### config.mk
export PLATFORM = sky130hd
export DESIGN_NAME = seven_seg_receiver
export DESIGN_NICKNAME = d
export VERILOG_FILES = /design/src/rtl/seven_seg_pkg.sv /design/src/rtl/seven_seg_pattern_decoder.sv /design/src/rtl/seven_seg_receiver.sv
export SDC_FILE = /design/constraint.sdc
export NUM_CORES = 1
export LEC_CHECK = 0
export ABC_AREA = 1
export ABC_CLOCK_PERIOD_IN_PS = 4000
export CORE_ASPECT_RATIO = 1.2
export CORE_UTILIZATION = 35
export CTS_BUF_LIST = sky130_fd_sc_hd__clkbuf_2
export CTS_CLUSTER_SIZE = 16
export DETAILED_ROUTE_END_ITERATION = 8
export GPL_ROUTABILITY_DRIVEN = 1
export PLACE_DENSITY = 0.57
export SYNTH_ARGS = -nofsm -noshare
export SYNTH_HDL_FRONTEND = slang
export SYNTH_SLANG_ARGS = --single-unit
### constraint.sdc
create_clock -name clk -period 4 [get_ports clk]
set_input_delay 1 -clock clk [delete_from_list [all_inputs] [get_ports clk]]
set_output_delay 1 -clock clk [all_outputs]
set_load 0.03 [all_outputs]
### src/rtl/seven_seg_pkg.sv
// Shared constants for seven-segment encode/decode: active-low segment patterns
// (bits 6..0 = g..a), decimal-point bit position and anode helpers.
package seven_seg_pkg;

   localparam int         DP_BIT     = 7;
   localparam logic [3:0] ANODE_IDLE = 4'b1111;

   localparam logic [6:0] SEG_0 = 7'h40;
   localparam logic [6:0] SEG_1 = 7'h79;
   localparam logic [6:0] SEG_2 = 7'h24;
   localparam logic [6:0] SEG_3 = 7'h30;
   localparam logic [6:0] SEG_4 = 7'h19;
   localparam logic [6:0] SEG_5 = 7'h12;
   localparam logic [6:0] SEG_6 = 7'h02;
   localparam logic [6:0] SEG_7 = 7'h78;
   localparam logic [6:0] SEG_8 = 7'h00;
   localparam logic [6:0] SEG_9 = 7'h10;
   localparam logic [6:0] SEG_A = 7'h08;
   localparam logic [6:0] SEG_B = 7'h03;
   localparam logic [6:0] SEG_C = 7'h46;
   localparam logic [6:0] SEG_D = 7'h21;
   localparam logic [6:0] SEG_E = 7'h06;
   localparam logic [6:0] SEG_F = 7'h0E;

   function automatic logic anode_one_low(input logic [3:0] an);
      logic res;
      case (an)
         4'b1110, 4'b1101, 4'b1011, 4'b0111: res = 1'b1;
         default:                            res = 1'b0;
      endcase
      return res;
   endfunction

   function automatic logic [1:0] anode_index(input logic [3:0] an);
      logic [1:0] idx;
      case (an)
         4'b1110: idx = 2'd0;
         4'b1101: idx = 2'd1;
         4'b1011: idx = 2'd2;
         4'b0111: idx = 2'd3;
         default: idx = 2'd0;
      endcase
      return idx;
   endfunction

endpackage

### src/rtl/seven_seg_pattern_decoder.sv
// Combinational lookup from an active-low 7-segment pattern to its hex nibble.
module seven_seg_pattern_decoder
   import seven_seg_pkg::*;
(
   input  logic [6:0] pattern,
   output logic [3:0] nibble,
   output logic       match
);

   // Exact-match lookup; anything outside the 16 hex glyphs reports no match.
   always_comb begin
      nibble = 4'h0;
      match  = 1'b1;
      case (pattern)
         SEG_0:   nibble = 4'h0;
         SEG_1:   nibble = 4'h1;
         SEG_2:   nibble = 4'h2;
         SEG_3:   nibble = 4'h3;
         SEG_4:   nibble = 4'h4;
         SEG_5:   nibble = 4'h5;
         SEG_6:   nibble = 4'h6;
         SEG_7:   nibble = 4'h7;
         SEG_8:   nibble = 4'h8;
         SEG_9:   nibble = 4'h9;
         SEG_A:   nibble = 4'hA;
         SEG_B:   nibble = 4'hB;
         SEG_C:   nibble = 4'hC;
         SEG_D:   nibble = 4'hD;
         SEG_E:   nibble = 4'hE;
         SEG_F:   nibble = 4'hF;
         default: begin
            nibble = 4'h0;
            match  = 1'b0;
         end
      endcase
   end

endmodule

### src/rtl/seven_seg_receiver.sv
// Recovers four hex digits from a multiplexed, active-low seven-segment display bus
// by sampling each digit once its pins have been stable for SETTLE cycles.
module seven_seg_receiver
   import seven_seg_pkg::*;
#(
   parameter int SYNC_STAGES = 2,
   parameter int SETTLE      = 4,
   parameter int TIMEOUT     = 65535
) (
   input  logic        clk,
   input  logic        reset,
   input  logic [7:0]  segments,
   input  logic [3:0]  anodes,
   output logic [15:0] digits,
   output logic [3:0]  decimal_points,
   output logic [3:0]  digit_valid,
   output logic        frame_done,
   output logic        anode_error,
   output logic        lost
);

   localparam int          TW           = $clog2(TIMEOUT + 1);
   localparam logic [7:0]  SETTLE_MAX   = 8'(SETTLE);
   localparam bit          EVERY_SAMPLE = (SETTLE_MAX == 8'd0);
   localparam logic [TW-1:0] TO_MAX     = TW'(TIMEOUT);
   localparam logic [TW-1:0] TO_LAST    = TW'(TIMEOUT - 1);
   localparam logic [TW-1:0] TO_ONE     = TW'(32'd1);
   localparam logic [11:0] SYNC_IDLE    = {ANODE_IDLE, 8'h00};

   logic [11:0]   sync_r [SYNC_STAGES];
   logic [11:0]   sample_s;
   logic [11:0]   prev_r;
   logic [7:0]    stable_r;
   logic [7:0]    stable_next_s;
   logic [3:0]    an_s;
   logic [7:0]    seg_s;
   logic          settled_s;
   logic          capture_s;
   logic          error_s;
   logic [1:0]    idx_s;
   logic [3:0]    cap_mask_s;
   logic [3:0]    dec_nibble_s;
   logic          dec_match_s;
   logic [TW-1:0] to_r;
   logic          timeout_hit_s;
   logic [3:0]    seen_r;
   logic [15:0]   digits_r;
   logic [3:0]    dp_r;
   logic [3:0]    valid_r;
   logic          frame_done_r;
   logic          anode_error_r;
   logic          lost_r;

   // Input synchronizer; anodes idle high so reset never looks like a selected digit.
   always_ff @(posedge clk or posedge reset) begin
      if (reset) begin
         for (int i = 0; i < SYNC_STAGES; i++) sync_r[i] <= SYNC_IDLE;
      end else begin
         sync_r[0] <= {anodes, segments};
         for (int i = 1; i < SYNC_STAGES; i++) sync_r[i] <= sync_r[i-1];
      end
   end

   assign sample_s = sync_r[SYNC_STAGES-1];
   assign an_s     = sample_s[11:8];
   assign seg_s    = sample_s[7:0];

   // Next value of the saturating stability counter.
   always_comb begin
      stable_next_s = 8'd0;
      if (sample_s == prev_r) begin
         if (stable_r == SETTLE_MAX) stable_next_s = stable_r;
         else                        stable_next_s = stable_r + 8'd1;
      end else begin
         stable_next_s = 8'd0;
      end
   end

   // Previous sample and stability count.
   always_ff @(posedge clk or posedge reset) begin
      if (reset) begin
         prev_r   <= SYNC_IDLE;
         stable_r <= 8'd0;
      end else begin
         prev_r   <= sample_s;
         stable_r <= stable_next_s;
      end
   end

   // Acting on the count's transition into SETTLE fires exactly once per stable period.
   assign settled_s     = (stable_next_s == SETTLE_MAX) && (EVERY_SAMPLE || (stable_r != SETTLE_MAX));
   assign capture_s     = settled_s && anode_one_low(an_s);
   assign error_s       = settled_s && !anode_one_low(an_s) && (an_s != ANODE_IDLE);
   assign idx_s         = anode_index(an_s);
   assign timeout_hit_s = !capture_s && (to_r == TO_LAST);

   // One-hot mask of the digit captured this cycle.
   always_comb begin
      cap_mask_s = 4'b0000;
      if (capture_s) cap_mask_s = 4'b0001 << idx_s;
      else           cap_mask_s = 4'b0000;
   end

   seven_seg_pattern_decoder u_decoder (
      .pattern (seg_s[6:0]),
      .nibble  (dec_nibble_s),
      .match   (dec_match_s)
   );

   // Digit, decimal-point, validity and lost registers.
   always_ff @(posedge clk or posedge reset) begin
      if (reset) begin
         digits_r <= 16'h0000;
         dp_r     <= 4'b0000;
         valid_r  <= 4'b0000;
         lost_r   <= 1'b0;
      end else if (capture_s) begin
         dp_r[idx_s] <= ~seg_s[DP_BIT];
         lost_r      <= 1'b0;
         if (dec_match_s) begin
            digits_r[{idx_s, 2'b00} +: 4] <= dec_nibble_s;
            valid_r[idx_s]                <= 1'b1;
         end else begin
            valid_r[idx_s] <= 1'b0;
         end
      end else if (timeout_hit_s) begin
         lost_r  <= 1'b1;
         valid_r <= 4'b0000;
      end else begin
         lost_r <= lost_r;
      end
   end

   // Frame tracking: a full mask pulses frame_done and restarts with this cycle's capture.
   always_ff @(posedge clk or posedge reset) begin
      if (reset) begin
         seen_r        <= 4'b0000;
         frame_done_r  <= 1'b0;
         anode_error_r <= 1'b0;
      end else begin
         anode_error_r <= error_s;
         if (seen_r == 4'b1111) begin
            frame_done_r <= 1'b1;
            seen_r       <= cap_mask_s;
         end else if (timeout_hit_s) begin
            frame_done_r <= 1'b0;
            seen_r       <= 4'b0000;
         end else begin
            frame_done_r <= 1'b0;
            seen_r       <= seen_r | cap_mask_s;
         end
      end
   end

   // Cycles since the last capture, saturating at TIMEOUT.
   always_ff @(posedge clk or posedge reset) begin
      if (reset) begin
         to_r <= {TW{1'b0}};
      end else if (capture_s) begin
         to_r <= {TW{1'b0}};
      end else if (to_r != TO_MAX) begin
         to_r <= to_r + TO_ONE;
      end else begin
         to_r <= to_r;
      end
   end

   assign digits         = digits_r;
   assign decimal_points = dp_r;
   assign digit_valid    = valid_r;
   assign frame_done     = frame_done_r;
   assign anode_error    = anode_error_r;
   assign lost           = lost_r;

endmodule

==> results of run 1 <==
[how the worst min path moves through the flow]
stage               startpoint          end  slack (ps)  cells after the start
global route        sync_r[14]  sample_s[2]         380                      0
detailed placement  sync_r[15]  sample_s[3]         330                      0
CTS                 sync_r[21]  sample_s[9]         370                      0
global placement    sync_r[13]  sample_s[1]         330                      0
floorplan           sync_r[12]  sample_s[0]         330                      0
finish              sync_r[14]  sample_s[2]         370                      0
[stage by stage]
stage               instance area, sq um  setup slack, ps
floorplan                           4690              656
global placement                    5270             1680
detailed placement                  5270             1580
CTS                                 5360             1260
global route                        5360             1150
finish                              5360             1330
[Yosys cell counts (all sizes together)]
cell / count
a22oi: 1
o21a: 1
nand4: 16
nand2: 173
o211ai: 5
clkbuf: 1
o221ai: 1
a31oi: 2
xnor2: 3
and3: 1
buf: 6
dfstp: 12
nor3: 9
nor2: 87
o22ai: 1
ha: 8
or2: 6
a21oi: 7
nand3: 55
inv: 96
and2: 1
dfrtp: 79
nand3b: 5
o21ai: 22
xor2: 3
[flip-flops by register name, indices dropped and copies added (netlist names)]
name and flops:
frame_done 1, sample_s 12, digits 16, lost 1
sync_r 12, anode_error 1, seen_r 4, to_r 16
stable_r 8, decimal_points 4, digit_valid 4, prev_r 12
[layout by cell type (no fill, tap or decap), types with 2 or more instances in the layout]
| cell type | count |
|---|---|
| a31oi_1 | 2 |
| nand2_1 | 172 |
| dfstp_2 | 12 |
| inv_1 | 89 |
| nand3_1 | 52 |
| nand3_2 | 2 |
| clkdlybuf4s50_1 | 40 |
| nor2_8 | 4 |
| clkinv_4 | 2 |
| o211ai_1 | 5 |
| nand3b_1 | 5 |
| o21ai_0 | 16 |
| nor2_1 | 76 |
| a21oi_1 | 7 |
| xor2_1 | 3 |
| dfrtp_1 | 79 |
| or2_2 | 5 |
| nor3_1 | 8 |
| nor2_2 | 6 |
| nand4_1 | 16 |
| xnor2_1 | 3 |
| clkinvlp_4 | 2 |
| clkbuf_2 | 9 |
| ha_1 | 8 |
| o21ai_1 | 6 |
| clkinv_2 | 2 |
| clkinv_1 | 2 |
| inv_2 | 6 |
[power by group through the flow]
stage / combinational, W / sequential (W) / clock, W
3_5_place_dp: 0.000120 / 0.000977 / 0
2_1_floorplan: 0.0000841 / 0.000972 / 0
3_3_place_gp: 0.000118 / 0.000976 / 0
5_1_grt: 0.000137 / 0.000966 / 0.000460
6_report: 0.000119 / 0.000962 / 0.000395
4_1_cts: 0.000120 / 0.000962 / 0.000424
[metal layers]
metal | GRT usage, % | vias up | wire length, um
met4 | 6.69 | 0 | 198
met5 | 0 | - | 0
met2 | 26.2 | 76 | 4870
met3 | 3.04 | 17 | 359
met1 | 22.0 | 1756 | 4780
li1 | - | 1968 | -
[layout make-up]
type / instances / area share [%]
clock buffers: 9 / 0.841
multi-input cells: 407 / 36.9
flip-flops and latches: 91 / 42.8
repair buffers: 42 / 7.99
well taps: 164 / 3.83
clock inverters: 7 / 0.841
diodes: 1 / 0.0467
inverters: 96 / 6.75
[kinds of logic after synthesis]
kind of cell | count (synthesis) | synth area share (%)
xor gates and xnor gates | 6 | 1.12
and+or+nand+nor | 353 | 34.1
DFF | 91 | 48.9
buffers and inverters | 103 | 8.96
AOI/OAI and AO/OA | 40 | 4.80
adders and majority gates | 8 | 2.13
==> summary.txt, run 1 <==
Timing
  • Max-slew violations: 0
  • Clk_skew: 28.9 ps
  • Worst slew margin: between 50% and 60%
  • RSZ-0062 raised after global routing: no
  • Setup_tns: 0 ps
  • Fin crit period: roughly 2700 ps
  • FMAX: ~370 MHz
  • Worst-Margin Slew: between 700 and 800 ps
  • Final Hold Viols: 0
  • WHS: 366 ps
  • Final setup viols: 0
  • Period utilization: between 60% and 70%

Routing
  • Post-route ant nets: 0
  • DR pass1 iterations: 5
  • Routed WL per cell: 12.5 um
  • Wirelength, routed: 10200 um
  • Via count: 3817
  • Starting DRC count in detailed routing: ~300
  • Vias per inst: roughly 4.7
  • # DRC: 0

CTS
  • Max Buffers Root-to-Sink: 2
  • Clk_lat worst skew: between 500 and 600 ps
  • CTS tree: done
  • Gates resized, CTS repair: 0
  • TritonCTS buffer count: 9
  • Worst-path clk slew: about 240 ps
  • H-tree levels: 3
  • # hold bufs at CTS: 0
  • Post-CTS setup repair buffer count: 0
  • # clock sinks: 91
  • Clock root buffer: clkbuf_2

Pwr
  • Total power draw: roughly 0.0015 W
  • Sequential power share: 65.2%
  • Peak VDD IR: ~0.00018 V
  • Clock Power Share: a little over a quarter
  • Net Sw Frac: around 28%
  • Combinational group share of total power: approximately 8%
  • Switch Pwr: roughly 0.00041 W
  • Pwr Density: about 280 nW/um^2
  • P_int: ~0.0011 W
  • Leak: about 2.9 nW

Finish
  • # fillers: 1290
  • Fin util: 41.7%
  • Share of layout cells above drive strength 1: under 10%
  • Non-filler instance count after layout: between 800 and 900
  • Multi-input logic area: just under 2000 sq um
  • Area Growth Syn to Fin: 14.2%
  • Storage element area: ~2300 sq um
  • Nets: 669

Critical path
  • Slowest CP cell: clkdlybuf4s50_1
  • Critical path destination: digit_valid[0]
  • Capture point of the worst reg-to-reg path: digits[3]
  • Top delay family on crit path: buffers and inverters
  • Setup slack, reg-to-reg: between 1000 and 1500 ps
  • Critical Path, Cell by Cell: clkdlybuf4s50_1
  • Critical Path RT: roughly 3000 ps
  • Critical path peak fanout: 3
  • Startpoint types: flip-flop
  • Kind of critical path: flip-flop to output port
  • Worst Setup End Kind: output port
  • CP startpoint: digit_valid[0]
  • WP depth: 1
  • Reg2reg start: sample_s[0]
  • WP buf/inv: 1
  • Largest stage delay, worst path: ~690 ps
  • R2r worst-path depth: 10
  • Worst endpoint data arrival time: 1670 ps

Die
  • Die H: ~130 um
  • Chip width: 108 um
  • Core area: roughly 13000 sq um
  • Area of the die: 13900 sq um
  • Starting density of the core: about 37%
  • Ports: between 40 and 50
  • Core Rows: 45

Synth
  • Synth warn: 0
  • Largest cells by area after synthesis: dfrtp_1, nand2_1, inv_1
  • Cells after synthesis: around 600
  • Seq/Total Area, Yosys: between 40% and 50%
  • Synth top area share: between 40% and 50%
  • Post-synthesis register bit count: slightly above 90
  • Syn avg cell area: 7.81 sq um
  • Cell Area, Synth: between 4000 and 5000 sq um
  • Syn nets: around 620
  • Post-synth cell types: 37
  • Area leader, netlist: dfrtp_1

Global routing
  • Grt ovf: 0
  • First-pass GRT wire length: about 18000 um
  • Vias in the first global route: ~3800
  • Antenna violations before repair: 1
  • Largest net degree at the start of global routing: 51
  • GRT Overall Usage: 16.4%

Placed design
  • Post-placement cell count: 800
  • Dpl hpwl: 7590 um
  • RD Place Congestion: around 0.84
  • I/O Buffers: 40

Run
  • Max-Cap Viols: 0

Min path
  • Hold Path Class: flip-flop to flip-flop

Status
  • Status: finished, final reports clean
Power figures use the tool's default switching activity.
==> run 2, diff against run 1 <==
--- a/config.mk
+++ b/config.mk
@@ -6,7 +6,7 @@
 export NUM_CORES = 1
 export LEC_CHECK = 0
 export ABC_AREA = 1
-export ABC_CLOCK_PERIOD_IN_PS = 4000
+export ABC_CLOCK_PERIOD_IN_PS = 2700
 export CORE_ASPECT_RATIO = 1.2
 export CORE_UTILIZATION = 35
 export CTS_BUF_LIST = sky130_fd_sc_hd__clkbuf_2
==> constraint.sdc (replaced) <==
create_clock -name clk -period 2.7 [get_ports clk]
set_input_delay 0.675 -clock clk [delete_from_list [all_inputs] [get_ports clk]]
set_output_delay 0.675 -clock clk [all_outputs]
set_load 0.03 [all_outputs]
==> summary.txt, run 2 (synthesis results as in run 1) <==
CTS
  • Worst-path clk slew: 240 ps
  • Max Buffers Root-to-Sink: 2
  • H-tree levels: 3
  • # clock sinks: 91
  • Post-CTS setup repair buffer count: 0
  • Clock root buffer: clkbuf_2
  • TritonCTS buffer count: 9
  • CTS tree: done
  • Clk_lat worst skew: 540 ps
  • Gates resized, CTS repair: 0
  • # hold bufs at CTS: 0

Critical path
  • Critical Path RT: around 3200 ps
  • Critical path peak fanout: 7
  • Kind of critical path: flip-flop to flip-flop
  • Worst endpoint data arrival time: between 2000 and 3000 ps
  • Setup slack, reg-to-reg: 290 ps
  • Startpoint types: flip-flop
  • Worst Setup End Kind: flip-flop
  • Capture point of the worst reg-to-reg path: digits[6]
  • Reg2reg start: sample_s[8]
  • R2r worst-path depth: 10

Timing
  • RSZ-0062 raised after global routing: no
  • Worst-Margin Slew: 581 ps
  • Final Hold Viols: 0
  • Worst slew margin: 61.0%
  • WHS: about 340 ps
  • Max-slew violations: 0
  • Final setup viols: 0
  • Setup_tns: 0 ps
  • Clk_skew: ~37 ps
  • FMAX: 416 MHz
  • Fin crit period: ~2400 ps
  • Period utilization: slightly below 90%

Die
  • Core Rows: 45
  • Area of the die: approximately 14000 sq um
  • Core area: approximately 13000 sq um
  • Starting density of the core: ~37%
  • Ports: just over 40
  • Chip width: between 100 and 150 um
  • Die H: ~130 um

Global routing
  • GRT Overall Usage: roughly 16%
  • Vias in the first global route: a little under 4000
  • Grt ovf: 0
  • First-pass GRT wire length: approximately 17000 um
  • Largest net degree at the start of global routing: 33
  • Antenna violations before repair: 1

Placed design
  • RD Place Congestion: between 0.8 and 0.9
  • Dpl hpwl: 7930 um
  • I/O Buffers: 40

Min path
  • Hold path start: sync_r[14]
  • Hold endpoint: sample_s[2]
  • WHS Path Cells: 0
  • Hold Path Class: flip-flop to flip-flop

Finish
  • Most frequent cells in the layout: nand2_1, inv_1, dfrtp_1, nor2_1, nand3_1
  • Commonest non-fill, non-tap cell in the layout: nand2_1
  • # fillers: between 1000 and 1500
  • Share of layout cells above drive strength 1: 9.44%
  • Nets: 674
  • Area Growth Syn to Fin: 15.8%

Routing
  • DR pass1 iterations: 4
  • # DRC: 0
  • Post-route ant nets: 0
  • Wirelength, routed: 10200 um
  • Routed WL per cell: ~12 um
  • Starting DRC count in detailed routing: ~240
  • Via count: between 3000 and 4000
  • Vias per inst: 4.67

Run
  • Max-Cap Viols: 0

Pwr
  • Peak VDD IR: 0.000207 V
  • Pwr Density: between 400 and 500 nW/um^2
  • Leak: between 2 and 3 nW

Status
  • Status: finished, final reports clean
[run 2: cell count changes in the layout (fill, tap and decap cells not counted)]
cell       delta
buf_4         +4
clkinv_4      -2
buf_12        +1
bufinv_16     +1
clkbuf_2      +3
clkinv_1      -1
clkinv_2      -2
inv_6         +1
[run 2: critical path, stage by stage (launching register included)]
cell      delay, ps
dfstp_2         640
o211ai_1        120
nor2_1          240
inv_1           100
ha_1            280
inv_1           300
o21ai_1         140
or2_2           300
nor2_1           90
nand3_1          80
nand2_1          70
[run 2: final cells by class]
class	instances	area, sq um	share of cell area [%]
Sequential cell	91	2290	42.2
Multi-Input combinational cell	407	1980	36.4
Timing Repair Buffer	47	478	8.80
Inverter	96	364	6.70
Tap cell	164	205	3.78
Clock buffer	12	60.1	1.11
Clock inverter	4	50.0	0.921
Antenna cell	1	2.50	0.0461
[run 2: how the worst max path moves through the flow]
stage                   startpoint             end  slack, ps  depth (start not counted)
global placement       stable_r[0]         to_r[8]        460                         11
floorplan             sample_s[10]      digits[14]        650                         10
CTS                 digit_valid[1]  digit_valid[1]        300                          1
detailed placement     sample_s[8]       digits[6]        360                         10
global route          sample_s[10]      digits[14]        100                         10
finish                 sample_s[8]       digits[6]        290                         10
[run 2: through the flow]
stage	power (W)	util, %	instance area [sq um]	cells	setup slack (ps)
finish	0.00228	42.3	5430	822	293
global route	0.00240	42.3	5430	822	105
CTS	0.00233	42.3	5430	821	299
detailed placement	0.00163	41.4	5320	805	362
global placement	0.00163	41.4	5320	805	460
floorplan	0.00156	-	4700	601	649
[run 2: power by group]
part           switching [W]  internal (W)
Sequential         0.0000236       0.00140
Combinational       0.000121     0.0000620
Clock               0.000448      0.000226
[run 2: routing by layer]
| layer | track usage [%] | up-vias | share of wire (%) |
|---|---|---|---|
| li1 | - | 1991 | - |
| met4 | 7.01 | 0 | 2.5 |
| met5 | 0 | - | 0 |
| met2 | 27.6 | 70 | 49 |
| met3 | 3.80 | 16 | 4.4 |
| met1 | 18.8 | 1760 | 44 |
==> run 3, diff against run 2 <==
--- a/config.mk
+++ b/config.mk
@@ -8,12 +8,12 @@
 export ABC_AREA = 1
 export ABC_CLOCK_PERIOD_IN_PS = 2700
 export CORE_ASPECT_RATIO = 1.2
-export CORE_UTILIZATION = 35
+export CORE_UTILIZATION = 60
 export CTS_BUF_LIST = sky130_fd_sc_hd__clkbuf_2
 export CTS_CLUSTER_SIZE = 16
 export DETAILED_ROUTE_END_ITERATION = 8
 export GPL_ROUTABILITY_DRIVEN = 1
-export PLACE_DENSITY = 0.57
+export PLACE_DENSITY = 0.86
 export SYNTH_ARGS = -nofsm -noshare
 export SYNTH_HDL_FRONTEND = slang
 export SYNTH_SLANG_ARGS = --single-unit
==> summary.txt, run 3 (synthesis results as in run 1) <==
Status
  • Status: finished, final reports clean

Critical path
  • Setup slack, reg-to-reg: around 290 ps
  • Worst endpoint data arrival time: between 2000 and 3000 ps
  • Largest stage delay, worst path: approximately 630 ps
  • Critical Path, Cell by Cell: nand2_1, inv_1, a31oi_1, ha_1, inv_1, o21ai_1, or2_2, nor2_1, nand3_1, nand2_1
  • Worst Setup End Kind: flip-flop
  • WP buf/inv: 2
  • Critical Path RT: approximately 3200 ps
  • Slowest CP cell: dfstp_2
  • Critical path peak fanout: 7
  • Kind of critical path: flip-flop to flip-flop
  • Reg2reg start: sample_s[10]
  • Capture point of the worst reg-to-reg path: digits[14]
  • Top delay family on crit path: simple AND/OR/NAND/NOR gates
  • Startpoint types: flip-flop
  • R2r worst-path depth: 10

Timing
  • FMAX: between 400 and 500 MHz
  • Final Hold Viols: 0
  • Clk_skew: about 35 ps
  • Fin crit period: approximately 2400 ps
  • Worst slew margin: 64.8%
  • Max-slew violations: 0
  • Period utilization: 89.3%
  • Worst Setup Slack, final: ~290 ps
  • RSZ-0062 raised after global routing: no
  • Setup_tns: 0 ps
  • Worst-Margin Slew: roughly 520 ps
  • Final setup viols: 0

Die
  • Chip width: between 80 and 90 um
  • Ports: ~40
  • Area of the die: between 8000 and 9000 sq um
  • Core Rows: 34
  • Die H: ~100 um
  • Starting density of the core: between 60% and 70%
  • Core area: 7400 sq um

Routing
  • DR pass1 iterations: 5
  • Post-route ant nets: 0
  • Wirelength, routed: between 9000 and 10000 um
  • Routed WL per cell: 13.1 um
  • Vias per inst: between 5 and 6
  • Starting DRC count in detailed routing: between 300 and 400
  • # DRC: 0
  • Via count: just under 4000

Global routing
  • First-pass GRT wire length: 16700 um
  • Antenna violations before repair: 0
  • GRT Overall Usage: a little over a quarter
  • Largest net degree at the start of global routing: between 90 and 100
  • Grt ovf: 0
  • Vias in the first global route: between 3000 and 4000

Placed design
  • Place WS: approximately 380 ps
  • RD Place Congestion: 0.878
  • DP Area: 5200 sq um
  • Dpl hpwl: just over 7000 um
  • I/O Buffers: 40

CTS
  • CTS tree: done
  • Worst-path clk slew: 240 ps
  • TritonCTS buffer count: 9
  • # hold bufs at CTS: 0
  • Max Buffers Root-to-Sink: 2
  • Clock root buffer: clkbuf_2
  • H-tree levels: 3
  • Gates resized, CTS repair: 0
  • # clock sinks: 91
  • Post-CTS setup repair buffer count: 0
  • Clk_lat worst skew: around 550 ps

Finish
  • Commonest non-fill, non-tap cell in the layout: nand2_1
  • Most frequent cells in the layout: nand2_1, inv_1, dfrtp_1, nor2_1, nand3_1
  • Nets: between 600 and 700
  • Fin util: between 70% and 80%
  • Share of layout cells above drive strength 1: under 10%
  • Ant. Diodes: 0
  • Area Growth Syn to Fin: 13.3%
  • Design area: about 5300 sq um

Pwr
  • Pwr Density: ~430 nW/um^2
  • Total power draw: roughly 0.0023 W
  • Switch Pwr: 0.000611 W
  • Clock Power Share: about 30%
  • Combinational group share of total power: approximately 8%
  • Leak: 2.89 nW
  • P_int: about 0.0017 W
  • Peak VDD IR: about 0.00035 V
  • Net Sw Frac: between 20% and 30%
  • Sequential power share: between 60% and 70%

Min path
  • WHS Path Cells: 0
  • Hold Path Class: flip-flop to flip-flop
  • Hold path start: sync_r[21]
  • Hold endpoint: sample_s[9]

Run
  • Max-Cap Viols: 0
[run 3: cell count changes in the layout (fill, tap and decap cells not counted), sizes merged]
cell,change
diode,-1
buf,-3
clkinv,+1
clkinvlp,+1
clkbuf,-3
[run 3: layout make-up]
cell class              count  area, sq um
multi-input cells         407         1980
clock inverters             6         66.3
flip-flops and latches     91         2290
fillers                   607         2090
clock buffers               9         45.0
inverters                  96          364
well taps                  90          113
repair buffers             44          455
[run 3: per-stage QoR]
| step | instances | hold WS, ps |
|---|---|---|
| final | 743 | 354 |
| after global routing | 743 | 364 |
| after CTS | 743 | 364 |
| after detailed placement | 728 | 335 |
| after global placement | 728 | 333 |
| after floorplan | 601 | 331 |
[run 3: power by group through the flow]
stage                     clock network, W  registers [W]  logic (W)
final                             0.000676        0.00143   0.000178
after global placement                   0        0.00144   0.000171
after global routing              0.000737        0.00143   0.000203
after detailed placement                 0        0.00145   0.000177
after floorplan                          0        0.00144   0.000125
after CTS                         0.000695        0.00142   0.000178
[run 3: worst max path at each step]
stage                            start          to  slack (ps)  cells past startpoint
after floorplan           sample_s[10]  digits[14]         650                     10
after global placement     sample_s[8]  digits[14]         520                     10
after detailed placement  sample_s[10]   digits[6]         380                     10
after CTS                 sample_s[10]  digits[14]         310                     10
after global routing      sample_s[10]  digits[14]          50                     10
final                     sample_s[10]  digits[14]         290                     10
[run 3: routing by layer]
layer,GRT usage [%],vias up,part of all wire (%)
li1,-,1975,-
met1,32.8,1847,42
met2,45.1,116,51
met5,0,-,0
met3,4.54,27,4.0
met4,12.6,0,2.6
